File: src/rtl/params_pkg.sv
// params_pkg: shared widths, access-size encoding and load/store unit types.
// Holds the lsu FSM state, the latched request bundle and lane helpers.
package params_pkg;

  localparam int ADDR_WIDTH     = 32;
  localparam int DATA_WIDTH     = 32;
  localparam int REGISTER_WIDTH = 5;

  // 2'b11 is not a member; it is still carried on the wire
  // and handled as WORD or as a misaligned access.
  typedef enum logic [1:0] {
    SZ_BYTE = 2'b00,
    SZ_HALF = 2'b01,
    SZ_WORD = 2'b10
  } access_size_t;

  typedef enum logic [1:0] {
    IDLE  = 2'b00,
    ISSUE = 2'b01,
    RESP  = 2'b10
  } lsu_state_t;

  typedef struct packed {
    logic                      is_store;
    access_size_t              size;
    logic                      is_unsigned;
    logic [ADDR_WIDTH-1:0]     addr;
    logic [DATA_WIDTH-1:0]     wdata;
    logic [REGISTER_WIDTH-1:0] rd;
  } lsu_req_t;

  function automatic logic [3:0] byte_enable(
    input access_size_t size,
    input logic [1:0]   off
  );
    logic [3:0] be;
    case (size)
      SZ_BYTE: be = 4'b0001 << off;
      SZ_HALF: be = off[1] ? 4'b1100 : 4'b0011;
      default: be = 4'b1111;
    endcase
    return be;
  endfunction

  function automatic logic misaligned(
    input access_size_t size,
    input logic [1:0]   off
  );
    logic m;
    case (size)
      SZ_BYTE: m = 1'b0;
      SZ_HALF: m = off[0];
      SZ_WORD: m = (off != 2'b00);
      default: m = 1'b1;
    endcase
    return m;
  endfunction

endpackage

File: src/rtl/mem_access_unit_load_align.sv
// lsu_load_align: picks the addressed lane of a read word and extends it.
// Ports: rdata (word), size, is_unsigned, off (addr[1:0]) -> data.
module lsu_load_align
  import params_pkg::*;
(
  input  logic [DATA_WIDTH-1:0] rdata,
  input  access_size_t          size,
  input  logic                  is_unsigned,
  input  logic [1:0]            off,
  output logic [DATA_WIDTH-1:0] data
);

  logic [7:0]  b;
  logic [15:0] h;

  always_comb begin
    b = rdata[7:0];
    unique case (off)
      2'd0: b = rdata[7:0];
      2'd1: b = rdata[15:8];
      2'd2: b = rdata[23:16];
      2'd3: b = rdata[31:24];
      default: b = rdata[7:0];
    endcase
  end

  // Odd half offsets fold down to the aligned half.
  assign h = off[1] ? rdata[31:16] : rdata[15:0];

  always_comb begin
    data = rdata;
    case (size)
      SZ_BYTE: data = {{24{~is_unsigned & b[7]}}, b};
      SZ_HALF: data = {{16{~is_unsigned & h[15]}}, h};
      default: data = rdata;
    endcase
  end

endmodule

File: src/rtl/mem_access_unit.sv
// mem_access_unit: load/store stage, one request at a time over a word port.
// req_* in (valid/ready), mem_* word port with byte enables, resp_* out.
// Option MISALIGN_TRAP_EN: misaligned requests fault without memory access.
module mem_access_unit
  import params_pkg::*;
(
  input  logic                      clk,
  input  logic                      reset,
  input  logic                      req_valid,
  output logic                      req_ready,
  input  logic                      req_is_store,
  input  access_size_t              req_size,
  input  logic                      req_unsigned,
  input  logic [ADDR_WIDTH-1:0]     req_addr,
  input  logic [DATA_WIDTH-1:0]     req_wdata,
  input  logic [REGISTER_WIDTH-1:0] req_rd,
  output logic                      mem_req,
  output logic                      mem_we,
  output logic [ADDR_WIDTH-1:0]     mem_addr,
  output logic [3:0]                mem_be,
  output logic [DATA_WIDTH-1:0]     mem_wdata,
  input  logic                      mem_ack,
  input  logic [DATA_WIDTH-1:0]     mem_rdata,
  output logic                      resp_valid,
  input  logic                      resp_ready,
  output logic [DATA_WIDTH-1:0]     resp_rdata,
  output logic [REGISTER_WIDTH-1:0] resp_rd,
  output logic                      resp_fault
);

  lsu_state_t            state;
  lsu_req_t              r;
  logic [DATA_WIDTH-1:0] load_data;
  logic [DATA_WIDTH-1:0] rep_wdata;

  lsu_load_align u_align (
    .rdata       (mem_rdata),
    .size        (r.size),
    .is_unsigned (r.is_unsigned),
    .off         (r.addr[1:0]),
    .data        (load_data)
  );

  always_comb begin
    rep_wdata = r.wdata;
    case (r.size)
      SZ_BYTE: rep_wdata = {4{r.wdata[7:0]}};
      SZ_HALF: rep_wdata = {2{r.wdata[15:0]}};
      default: rep_wdata = r.wdata;
    endcase
  end

  // The memory side is a pure function of the latched request,
  // so it cannot move while mem_req is waiting for mem_ack.
  assign req_ready = (state == IDLE);
  assign mem_we    = mem_req & r.is_store;
  assign mem_addr  = {r.addr[ADDR_WIDTH-1:2], 2'b00};
  assign mem_be    = mem_req ? byte_enable(r.size, r.addr[1:0]) : 4'b0000;
  assign mem_wdata = rep_wdata;
  assign resp_rd   = r.rd;

`ifdef MISALIGN_TRAP_EN
  logic fault_q;
  assign resp_fault = fault_q;
`else
  assign resp_fault = 1'b0;
`endif

  always_ff @(posedge clk or posedge reset) begin
    if (reset) begin
      state      <= IDLE;
      r          <= '0;
      mem_req    <= 1'b0;
      resp_valid <= 1'b0;
      resp_rdata <= '0;
`ifdef MISALIGN_TRAP_EN
      fault_q    <= 1'b0;
`endif
    end else begin
      unique case (state)
        IDLE: begin
          if (req_valid) begin
            r <= '{is_store:    req_is_store,
                   size:        req_size,
                   is_unsigned: req_unsigned,
                   addr:        req_addr,
                   wdata:       req_wdata,
                   rd:          req_rd};
`ifdef MISALIGN_TRAP_EN
            fault_q <= 1'b0;
            if (misaligned(req_size, req_addr[1:0])) begin
              state      <= RESP;
              resp_valid <= 1'b1;
              resp_rdata <= '0;
              fault_q    <= 1'b1;
            end else begin
              state   <= ISSUE;
              mem_req <= 1'b1;
            end
`else
            state   <= ISSUE;
            mem_req <= 1'b1;
`endif
          end
        end
        ISSUE: begin
          if (mem_ack) begin
            mem_req    <= 1'b0;
            resp_valid <= 1'b1;
            resp_rdata <= r.is_store ? '0 : load_data;
            state      <= RESP;
          end
        end
        RESP: begin
          if (resp_ready) begin
            resp_valid <= 1'b0;
            state      <= IDLE;
          end
        end
        default: state <= IDLE;
      endcase
    end
  end

endmodule

File: config.mk
export PLATFORM = sky130hd
export DESIGN_NAME = mem_access_unit
export DESIGN_NICKNAME = d
export VERILOG_FILES = /design/src/rtl/params_pkg.sv /design/src/rtl/mem_access_unit_load_align.sv /design/src/rtl/mem_access_unit.sv
export SDC_FILE = /design/constraint.sdc
export NUM_CORES = 1
export LEC_CHECK = 0
export CAP_MARGIN = 40
export CORE_UTILIZATION = 47
export CTS_CLUSTER_DIAMETER = 100
export DETAILED_ROUTE_END_ITERATION = 10
export PLACE_DENSITY = 0.89
export SYNTH_ARGS = -nofsm -noshare
export SYNTH_HDL_FRONTEND = slang
export SYNTH_SLANG_ARGS = --single-unit
File: constraint.sdc
create_clock -name clk -period 6.5 [get_ports clk]
set_clock_uncertainty 0.1 [all_clocks]
set_input_delay 1.3 -clock clk [delete_from_list [all_inputs] [get_ports clk]]
set_output_delay 1.3 -clock clk [all_outputs]
set_load 0.01 [all_outputs]
==> run_results.csv <==
group,metric,value,unit
detailed_routing,drc,0,
cts,clock_sinks,109,
placement,hpwl,10100,um
setup_path,worstSetupPathType,"register to primary output",
die,io_pins,220,
logic_synthesis,avgSynthCellArea,12.3,um2
setup_path,arrival,2370,ps
setup_path,cp.required,5100,ps
power_and_ir_drop,comb_power_share,51.9,%
logic_synthesis,synth_top_area_share,49.1,%
power_and_ir_drop,pwr_density_cell,465,nW/um2
cts,clock_latency,340,ps
grt,grt_usage,23.2,%
logic_synthesis,ys_types,32,
run_status,status,"completed",
logic_synthesis,syn_area,5550,um2
detailed_routing,route.vias.total,4135,
timing,timing.slew.headroom,39.6,%
cts,holdBufCountCts,0,
power_and_ir_drop,pwr-share-seq,32.9,%
hold_path,min-delay-path-class,"register to register",
cts,cts_tree,"yes",
setup_path,reg2reg_depth,4,
cts,clockRootBuffer,"clkbuf_16",
cts,cts_resized,0,
die,start_util,48.4,%
setup_path,slowest_delay,650,ps
logic_synthesis,synth_warnings,0,
detailed_routing,firstDrtPassIters,5,
logic_synthesis,synth-seq-cells,109,
setup_path,slowest_stage,"dfrtp_1",
logic_synthesis,synth_top_cell_by_area,"dfrtp_1",
power_and_ir_drop,power.internal,2.41,mW
die,die_area,12300,um2
power_and_ir_drop,switchingPower,1.21,mW
setup_path,r2r_start,"state[0]",
timing,max_slew.worst_pin.slew,906,ps
cts,cts_made_buffers,9,
grt,grt_max_degree,72,
grt,grt-ovfl-total,0,
cts,clk_pin_slew,70,ps
power_and_ir_drop,swShare,33.5,%
timing,whs,405,ps
placement,portBuffers,216,
cells_and_area,layout_commonest_cell,"clkdlybuf4s50_1",
cells_and_area,layout-drive-gt1-share,22.0,%
die,die_h,111,um
detailed_routing,wl,13900,um
timing,rsz0062_at_grt,"no",
hold_path,hp-start,"r[25]",
setup_path,worstPathMaxFanout,13,
detailed_routing,antenna_left,0,
grt,grt_pass1_wl,22700,um
timing,tns,0,ps
timing,min_period_over_period,58.1,%
cells_and_area,area_growth,40.6,%
setup_path,startpoint_type,"register",
timing,finalHoldViolations,0,
setup_path,reg2reg_slack,3980,ps
hold_path,whs_path_depth,1,
power_and_ir_drop,finalPower,3.63,mW
timing,slew_violations,0,
cts,ctsHtreeMaxLevel,3,
die,core,11500,um2
detailed_routing,vias_per_cell,5.46,
setup_path,crit_family,"simple AND/OR/NAND/NOR gates",
cells_and_area,final_cell_mix,"clkdlybuf4s50_1, dfrtp_1, mux2_2",
logic_synthesis,netlist_instances,452,
logic_synthesis,synthTopCellsByArea,"dfrtp_1, mux2_2, buf_4",
cells_and_area,nets,720,
timing,timing.final.crit_period,3770,ps
detailed_routing,wl_per_cell,18.4,um
logic_synthesis,ys_seq_area_share,49.1,%
placement,gp_congestion,0.812,
power_and_ir_drop,leakage,3.22,nW
hold_path,min_to,"r[25]",
cts,cts_setup_buffers,0,
setup_path,critPathBufInv,1,
die,row_count,39,
power_and_ir_drop,peakVddDrop,0.000262,V
grt,grt_pass1_vias,4287,
detailed_routing,drtIter0Drc,171,
timing,setup_viol,0,
grt,antenna_found_initial,0,
cts,clk_path_buf_depth,2,
die,die_x,111,um
timing,clock.fmax,265,MHz
setup_path,reg2reg_to,"resp_rdata[24]",
job,maxCapViolations,0,
setup_path,path_cells,"nor2b_1 > nor2_1 > o21a_1 > clkdlybuf4s50_1",
power_and_ir_drop,power_frac_clock,15.2,%
cells_and_area,diodes,0,
setup_path,endpoint_kind,"primary output",
==> sequential cells by signal (all words and copies together) (netlist names) <==
name / flops
r: 38
resp_valid: 1
mem_addr: 30
state: 2
resp_rd: 5
resp_rdata: 32
mem_req: 1
==> cell usage after synthesis <==
master / count
buf_2: 19
o21ai_0: 25
nor3b_2: 1
buf_1: 2
nor2b_1: 3
a2111oi_4: 1
or2_1: 1
mux2_2: 98
and2_1: 3
a22o_1: 7
nand4bb_1: 7
clkbuf_1: 9
a31oi_1: 1
nand3b_4: 1
o21a_1: 3
buf_4: 48
nand2b_1: 17
a32o_1: 8
a21o_1: 1
conb_1: 1
inv_1: 5
nor3_2: 1
mux2i_1: 16
a22oi_4: 1
o22ai_1: 1
o221a_2: 7
a21oi_1: 12
nand2_1: 19
nor2_1: 8
dfrtp_1: 109
buf_6: 1
a221o_1: 16
==> final cells by class <==
cell class                      count  area (um2)
Timing Repair Buffer              224        2270
Clock inverter                      4        47.5
Tap cell                          143         179
Fill cell                         856        3660
Multi-Input combinational cell    261        2310
Clock buffer                       12         246
Inverter                            5        21.3
Sequential cell                   109        2730
==> cells by family (layout without fill, tap and decap cells) <==
family	after synthesis	count (layout)	share of synthesized area (%)
multiplexers	114	114	22.8
flip-flops	109	109	49.1
buffers and inverters	84	245	9.49
AO/OA/AOI/OAI	83	83	11.8
AND/OR/NAND/NOR	61	61	6.72
other	1	3	0.0675
==> routing by layer <==
layer	vias to the layer above	global-route usage, %	part of all wire, %
met5	-	0	0
li1	1906	-	-
met2	193	38.6	49
met1	2020	29.4	40
met3	16	6.34	8.7
met4	0	7.47	1.6
==> power groups by stage <==
stage | Sequential [mW] | Clock (mW) | Combinational (mW)
finish | 1.19 | 0.549 | 1.88
floorplan | 1.16 | 0 | 1.14
global route | 1.24 | 0.590 | 2.01
global placement | 1.21 | 0 | 1.80
detailed placement | 1.21 | 0 | 1.88
CTS | 1.20 | 0.563 | 1.90
==> how the worst max path moves through the flow <==
| stage | from | depth (start not counted) | end | slack, ps |
|---|---|---|---|---|
| floorplan | reset | 1 | mem_addr[10] | 2230 |
| global placement | mem_ack | 5 | resp_rdata[27] | 2520 |
| detailed placement | mem_ack | 5 | resp_rdata[24] | 2680 |
| CTS | r[37] | 4 | mem_be[0] | 2730 |
| global route | r[37] | 4 | mem_be[0] | 2560 |
| finish | r[37] | 4 | mem_be[0] | 2730 |
==> per-stage QoR <==
stage	utilization, %	std cells	cell area (um2)	worst slack [ps]
5_1_grt	68.1	758	7800	2560
2_1_floorplan	-	454	5560	2230
3_5_place_dp	65.3	741	7490	2680
4_1_cts	67.9	757	7780	2730
6_report	68.1	758	7800	2730
3_3_place_gp	64.7	737	7420	2520
==> worst reg2reg max path: stages, from the launching register on <==
cell and delay (ps):
dfrtp_1 490, nand3b_4 390, or2_1 400, a2111oi_4 840, a221o_1 230
(Power assumes the default switching activity.)
